--- src/rtl/alu_div_seq_if.sv ---
// Handshake and result bundle for the sequential divider.
interface alu_div_seq_if #(
  parameter int unsigned WIDTH = 16
);
  logic             start;
  logic             signed_op;
  logic [WIDTH-1:0] dividend;
  logic [WIDTH-1:0] divisor;
  logic             busy;
  logic             done;
  logic [WIDTH-1:0] quotient;
  logic [WIDTH-1:0] remainder;
  logic             div_by_zero;

  modport master (
    output start, signed_op, dividend, divisor,
    input  busy, done, quotient, remainder, div_by_zero
  );

  modport slave (
    input  start, signed_op, dividend, divisor,
    output busy, done, quotient, remainder, div_by_zero
  );
endinterface

--- src/rtl/alu_div_seq.sv ---
// Restoring divider, one quotient bit per clock, signed or unsigned operands.
// Magnitudes are divided unsigned; signs are reapplied in a single fix-up cycle.
module alu_div_seq #(
  parameter int unsigned WIDTH = 16
) (
  input  logic                clk,
  input  logic                rst_n,
  alu_div_seq_if.slave        bus
);
  localparam int unsigned CW = $clog2(WIDTH + 1);

  localparam logic [1:0] S_IDLE = 2'd0;
  localparam logic [1:0] S_CALC = 2'd1;
  localparam logic [1:0] S_FIX  = 2'd2;

  logic [1:0]       r_state;
  logic [CW-1:0]    r_count;
  logic [WIDTH:0]   r_rem;
  logic [WIDTH-1:0] r_dq;
  logic [WIDTH-1:0] r_dvs;
  logic [WIDTH-1:0] r_dd_raw;
  logic             r_q_neg;
  logic             r_r_neg;
  logic             r_dz;
  logic             r_busy;
  logic             r_done;
  logic [WIDTH-1:0] r_quot;
  logic [WIDTH-1:0] r_remd;
  logic             r_dz_out;

  logic             w_dd_neg;
  logic             w_ds_neg;
  logic [WIDTH-1:0] w_dd_mag;
  logic [WIDTH-1:0] w_ds_mag;
  logic [WIDTH:0]   w_shift;
  logic [WIDTH+1:0] w_trial;
  logic             w_borrow;

  always_comb begin
    w_dd_neg = bus.signed_op & bus.dividend[WIDTH-1];
    w_ds_neg = bus.signed_op & bus.divisor[WIDTH-1];
    // Negating the most negative value yields 2^(WIDTH-1), correct as an unsigned magnitude.
    w_dd_mag = w_dd_neg ? (~bus.dividend + 1'b1) : bus.dividend;
    w_ds_mag = w_ds_neg ? (~bus.divisor + 1'b1) : bus.divisor;
    w_shift  = {r_rem[WIDTH-1:0], r_dq[WIDTH-1]};
    w_trial  = {1'b0, w_shift} - {2'b00, r_dvs};
    w_borrow = w_trial[WIDTH+1];
  end

  always_ff @(posedge clk or negedge rst_n) begin
    if (!rst_n) begin
      r_state  <= S_IDLE;
      r_count  <= '0;
      r_rem    <= '0;
      r_dq     <= '0;
      r_dvs    <= '0;
      r_dd_raw <= '0;
      r_q_neg  <= 1'b0;
      r_r_neg  <= 1'b0;
      r_dz     <= 1'b0;
      r_busy   <= 1'b0;
      r_done   <= 1'b0;
      r_quot   <= '0;
      r_remd   <= '0;
      r_dz_out <= 1'b0;
    end else begin
      r_done <= 1'b0;
      case (r_state)
        S_IDLE: begin
          if (bus.start) begin
            r_state  <= S_CALC;
            r_count  <= '0;
            r_rem    <= '0;
            r_dq     <= w_dd_mag;
            r_dvs    <= w_ds_mag;
            r_dd_raw <= bus.dividend;
            r_q_neg  <= w_dd_neg ^ w_ds_neg;
            r_r_neg  <= w_dd_neg;
            r_dz     <= (bus.divisor == '0);
            r_busy   <= 1'b1;
          end
        end
        S_CALC: begin
          r_rem   <= w_borrow ? w_shift : w_trial[WIDTH:0];
          r_dq    <= {r_dq[WIDTH-2:0], ~w_borrow};
          r_count <= r_count + 1'b1;
          if (r_count == CW'(WIDTH - 1)) begin
            r_state <= S_FIX;
          end
        end
        S_FIX: begin
          if (r_dz) begin
            r_quot <= '1;
            r_remd <= r_dd_raw;
          end else begin
            r_quot <= r_q_neg ? (~r_dq + 1'b1) : r_dq;
            r_remd <= r_r_neg ? (~r_rem[WIDTH-1:0] + 1'b1) : r_rem[WIDTH-1:0];
          end
          r_dz_out <= r_dz;
          r_done   <= 1'b1;
          r_busy   <= 1'b0;
          r_count  <= '0;
          r_state  <= S_IDLE;
        end
        default: begin
          r_state <= S_IDLE;
          r_busy  <= 1'b0;
        end
      endcase
    end
  end

  assign bus.busy        = r_busy;
  assign bus.done        = r_done;
  assign bus.quotient    = r_quot;
  assign bus.remainder   = r_remd;
  assign bus.div_by_zero = r_dz_out;
endmodule

--- src/flat_wrapper.sv ---
// flat-port wrapper written by rule: the top's interface ports become plain ports
module alu_div_seq_flat 
#(
  parameter int unsigned WIDTH = 16
)
  (clk, rst_n, bus_start, bus_signed_op, bus_dividend, bus_divisor, bus_busy, bus_done, bus_quotient, bus_remainder, bus_div_by_zero);
  alu_div_seq_if #(.WIDTH(WIDTH)) bus_i ();
  input  logic clk;
  input  logic rst_n;
  input wire logic [$bits(bus_i.start)-1:0] bus_start;
  input wire logic [$bits(bus_i.signed_op)-1:0] bus_signed_op;
  input wire logic [$bits(bus_i.dividend)-1:0] bus_dividend;
  input wire logic [$bits(bus_i.divisor)-1:0] bus_divisor;
  output wire logic [$bits(bus_i.busy)-1:0] bus_busy;
  output wire logic [$bits(bus_i.done)-1:0] bus_done;
  output wire logic [$bits(bus_i.quotient)-1:0] bus_quotient;
  output wire logic [$bits(bus_i.remainder)-1:0] bus_remainder;
  output wire logic [$bits(bus_i.div_by_zero)-1:0] bus_div_by_zero;
  assign bus_i.start = bus_start;
  assign bus_i.signed_op = bus_signed_op;
  assign bus_i.dividend = bus_dividend;
  assign bus_i.divisor = bus_divisor;
  assign bus_busy = bus_i.busy;
  assign bus_done = bus_i.done;
  assign bus_quotient = bus_i.quotient;
  assign bus_remainder = bus_i.remainder;
  assign bus_div_by_zero = bus_i.div_by_zero;
  alu_div_seq #(.WIDTH(WIDTH)) u_core (.clk(clk), .rst_n(rst_n), .bus(bus_i));
endmodule
--- config.mk ---
export PLATFORM = sky130hd
export DESIGN_NAME = alu_div_seq_flat
export DESIGN_NICKNAME = d
export VERILOG_FILES = /design/src/rtl/alu_div_seq_if.sv /design/src/rtl/alu_div_seq.sv /design/src/flat_wrapper.sv
export SDC_FILE = /design/constraint.sdc
export NUM_CORES = 1
export LEC_CHECK = 0
export ABC_AREA = 0
export CAP_MARGIN = 20
export CORE_MARGIN = 1
export CORE_UTILIZATION = 45
export CTS_BUF_LIST = sky130_fd_sc_hd__clkbuf_4
export CTS_CLUSTER_DIAMETER = 120
export CTS_CLUSTER_SIZE = 16
export DETAILED_ROUTE_END_ITERATION = 12
export GPL_TIMING_DRIVEN = 1
export HOLD_SLACK_MARGIN = 0.03
export PLACE_DENSITY_LB_ADDON = 0.12
export SYNTH_ARGS = -nofsm -noshare
export SYNTH_HDL_FRONTEND = slang
export SYNTH_SLANG_ARGS = --single-unit
--- constraint.sdc ---
create_clock -name clk -period 2.5 [get_ports clk]
set_clock_uncertainty 0.05 [all_clocks]
set_input_delay 0.25 -clock clk [delete_from_list [all_inputs] [get_ports clk]]
set_output_delay 0.25 -clock clk [all_outputs]
set_load 0.01 [all_outputs]
==> results.tsv <==
stage	metric	value	unit
power	power_density	1330	mW/mm²
routing	drc	0	
place	numPortBuffers	70	
die	die_h	124	µm
die	rows	44	
run_status	outcome	finished, final reports clean	
clock_tree	clk_pin_slew	180	ps
power	ir_worst_vdd	0.510	mV
clock_tree	cts_tree	yes	
setup_path	worstSetupPathType	flop to flop	
setup_path	critPathTopFamily	simple AND/OR/NAND/NOR gates	
yosys	seq_area_frac_synth	40.5	%
yosys	async_flop_share	100	%
yosys	synthFlopType	dfrtp_1	
routing	drt_first_iter_violations	470	
grt	grt_pass1_vias	5630	
timing	hold_viol	0	
final_layout	layout-drive-gt1-share	11.5	%
die	core	0.0146	mm²
routing	vias	5923	
setup_path	critical_path_required	2850	ps
yosys	syn-cell-area	0.00673	mm²
timing	hold_ws	221	ps
final_layout	area_delta_synth_final	20.1	%
place	gp_congestion	0.901	
yosys	syn_inst	773	
routing	drt-pass1-iter-count	5	
setup_path	cp_max_fo	7	
yosys	synthDistinctLibCells	69	
timing	min_period_over_period	96.0	%
place	hpwl	13400	µm
routing	viasPerCell	5.61	
clock_tree	ctsHtreeMaxLevel	3	
die	dieArea	0.0154	mm²
yosys	synth_nets	832	
grt	grt_max_degree	44	
grt	antenna_found_initial	1	
grt	grt_pass1_wl	29200	µm
die	initial_core_util	46.1	%
final_layout	finalNonFillerCells	1056	
routing	routed_wl	17700	µm
final_layout	fillCellCount	1366	
timing	drv_slew	0	
clock_tree	cts-root-buf	clkbuf_4	
yosys	ys_warn_count	0	
power	power.leakage	3.49	nW
routing	wl_per_cell	16.8	µm
final_layout	nNetsFinal	924	
die	io_pins	71	
yosys	synth-seq-cells	109	
timing	period_minus_slack	2400	ps
flow_run	cap_violations	0	
setup_path	end_kind	flop	
clock_tree	clockBufferDepth	2	
setup_path	crit_chain	ha_1, buf_4, a21oi_1, nor2_1, or4_1, nor2_1, or4_1, o21ai_1	
setup_path	setup.worst_path.start_class	flop	
timing	worst_pin_slew	589	ps
clock_tree	cts_sinks	109	
setup_path	cp.buffers_inverters	1	
final_layout	utilization	55.4	%
timing	fmax	0.417	GHz
routing	ant_nets	0	
setup_path	crit_slowest_cell	a21oi_1	
setup_path	max_stage_delay	490	ps
place	placedCellCount	1035	
clock_tree	numCtsBuffers	9	
grt	grt-ovfl-total	0	
timing	final-setup-viol-count	0	
min_path	min_path_type	primary input to asynchronous set/reset pin	
timing	relSlewSlack	60.7	%
yosys	synth_edf_count	0	
die	die_width	124	µm
setup_path	crit_arrival	2750	ps
yosys	avgSynthCellArea	8.71	µm²
clock_tree	clk_latency	500	ps
grt	grt_usage	23.5	%
## per-stage QoR
stage	instance area, µm²	worst slack (ps)	power, mW	TNS, ps
floorplan	6730	202	7.57	0
global placement	7880	5.97	9.56	0
detailed placement	7880	107	9.63	0
CTS	8010	66.8	10.5	0
global route	8080	-16.0	11.7	-16.0
finish	8080	99.6	10.7	0
## power breakdown
group          internal [mW]  total, mW  switching (mW)
Sequential              2.49       3.16           0.671
Combinational           3.11       6.71            3.61
Clock                  0.229      0.865           0.637
Total                   5.83       10.7            4.91
## cell families (layout without fill, tap and decap cells)
logic type               Yosys count  count (layout)  synth area share [%]
AO/OA/AOI/OAI                    225             225                  21.9
AND/OR/NAND/NOR                  262             262                  18.4
flip-flops                       109             109                  40.5
adder cells (fa/ha/maj)           23              23                  4.39
multiplexers                      10              10                  1.51
other                              0               2                     0
XOR/XNOR                          64              64                  8.33
buffers and inverters             80             177                  4.87
## area by class of cell
class	count	area, µm²	area share, %
Multi-Input combinational cell	584	3730	46.1
Sequential cell	109	2730	33.7
Timing Repair Buffer	126	1140	14.1
Tap cell	184	230	2.85
Inverter	35	131	1.63
Clock buffer	11	82.6	1.02
Clock inverter	5	36.3	0.449
Antenna cell	2	5.00	0.0619
## sequential cells by signal, summed over array words and instances (netlist names), 2 cells and up
register / cells
u_core.bus.quotient: 16
u_core.r_dq: 16
u_core.r_state: 2
u_core.r_dd_raw: 16
u_core.r_rem: 16
u_core.r_count: 5
u_core.r_dvs: 16
u_core.bus.remainder: 16
## path summary, 6_finish.rpt
path / startpoint / end / slack, ps / cells after the start
min in group clk: bus_dividend[10] / u_core.r_dd_raw[10]$_DFFE_PN0P_ / 360 / 3
worst max register to register: u_core.r_rem[8]$_DFFE_PN0P_ / u_core.r_rem[14]$_DFFE_PN0P_ / 100 / 8
worst min-delay path: rst_n / u_core.r_dd_raw[11]$_DFFE_PN0P_ / 220 / 2
max in group asynchronous: rst_n / u_core.r_count[4]$_DFFE_PN0P_ / 1320 / 3
worst max-delay path: u_core.r_rem[8]$_DFFE_PN0P_ / u_core.r_rem[14]$_DFFE_PN0P_ / 100 / 8
worst min register to register: u_core.bus.quotient[0]$_DFFE_PN0P_ / u_core.bus.quotient[0]$_DFFE_PN0P_ / 440 / 2
## Yosys cell counts (all sizes together) (3+ instances only)
| master | n | area [µm²] |
|---|---|---|
| nand2 | 125 | 469 |
| dfrtp | 109 | 2730 |
| o21ai | 87 | 447 |
| a21oi | 50 | 254 |
| nor2 | 49 | 184 |
| xnor2 | 41 | 359 |
| inv | 35 | 131 |
| clkbuf | 34 | 128 |
| xor2 | 23 | 201 |
| ha | 22 | 275 |
| nand3 | 15 | 75.1 |
| nand2b | 14 | 87.6 |
| a22oi | 13 | 97.6 |
| buf | 11 | 68.8 |
| nor3 | 11 | 55.1 |
| o31ai | 10 | 93.8 |
| o41ai | 10 | 114 |
| mux2i | 9 | 90.1 |
| a21o | 7 | 52.6 |
| a32oi | 7 | 61.3 |
| o311ai | 7 | 61.3 |
| nor2b | 6 | 40.0 |
| o211ai | 6 | 45.0 |
| or3 | 6 | 37.5 |
| or4 | 6 | 56.3 |
| nor3b | 5 | 37.5 |
| a211oi | 4 | 42.5 |
| a31oi | 4 | 25.0 |
| and3 | 4 | 25.0 |
| or2 | 4 | 25.0 |
| and2 | 3 | 18.8 |
| nand4 | 3 | 18.8 |
| nand4b | 3 | 26.3 |
| o21a | 3 | 22.5 |
| o31a | 3 | 26.3 |
## worst register-to-register path: stages (launching register included)
cell	delay, ps
dfrtp_1	470
ha_1	330
buf_4	180
a21oi_1	490
nor2_1	80
or4_1	450
nor2_1	100
or4_1	110
o21ai_1	50
## metal layers
metal  track usage (%)  part of all wire (%)
met2              35.2                    44
met4              7.65                   1.8
met3              2.92                   4.2
met5                 0                     0
met1              35.0                    50
## cells in the final DEF (no fill, tap or decap), drive strengths merged, types with 4 or more instances in the layout
| cell | n |
|---|---|
| a22oi | 13 |
| o311ai | 7 |
| nand2b | 14 |
| dfrtp | 109 |
| o31ai | 10 |
| nor3b | 5 |
| and3 | 4 |
| xor2 | 23 |
| a32oi | 7 |
| ha | 22 |
| or3 | 6 |
| or4 | 6 |
| nand3 | 15 |
| xnor2 | 41 |
| inv | 36 |
| clkdlybuf4s50 | 69 |
| clkbuf | 11 |
| nand2 | 125 |
| o211ai | 6 |
| o41ai | 10 |
| nor2b | 6 |
| a21oi | 50 |
| mux2i | 9 |
| a31oi | 4 |
| or2 | 4 |
| nor3 | 11 |
| a211oi | 4 |
| nor2 | 49 |
| o21ai | 87 |
| a21o | 7 |
| buf | 56 |
## repair_timing
item,in CTS,in global routing
endpoints found under the hold margin,41,0
buffers inserted,0,2
setup endpoints to repair,0,5
gates resized for setup,0,10
hold buffers,1,0
(Power assumes the default switching activity.)
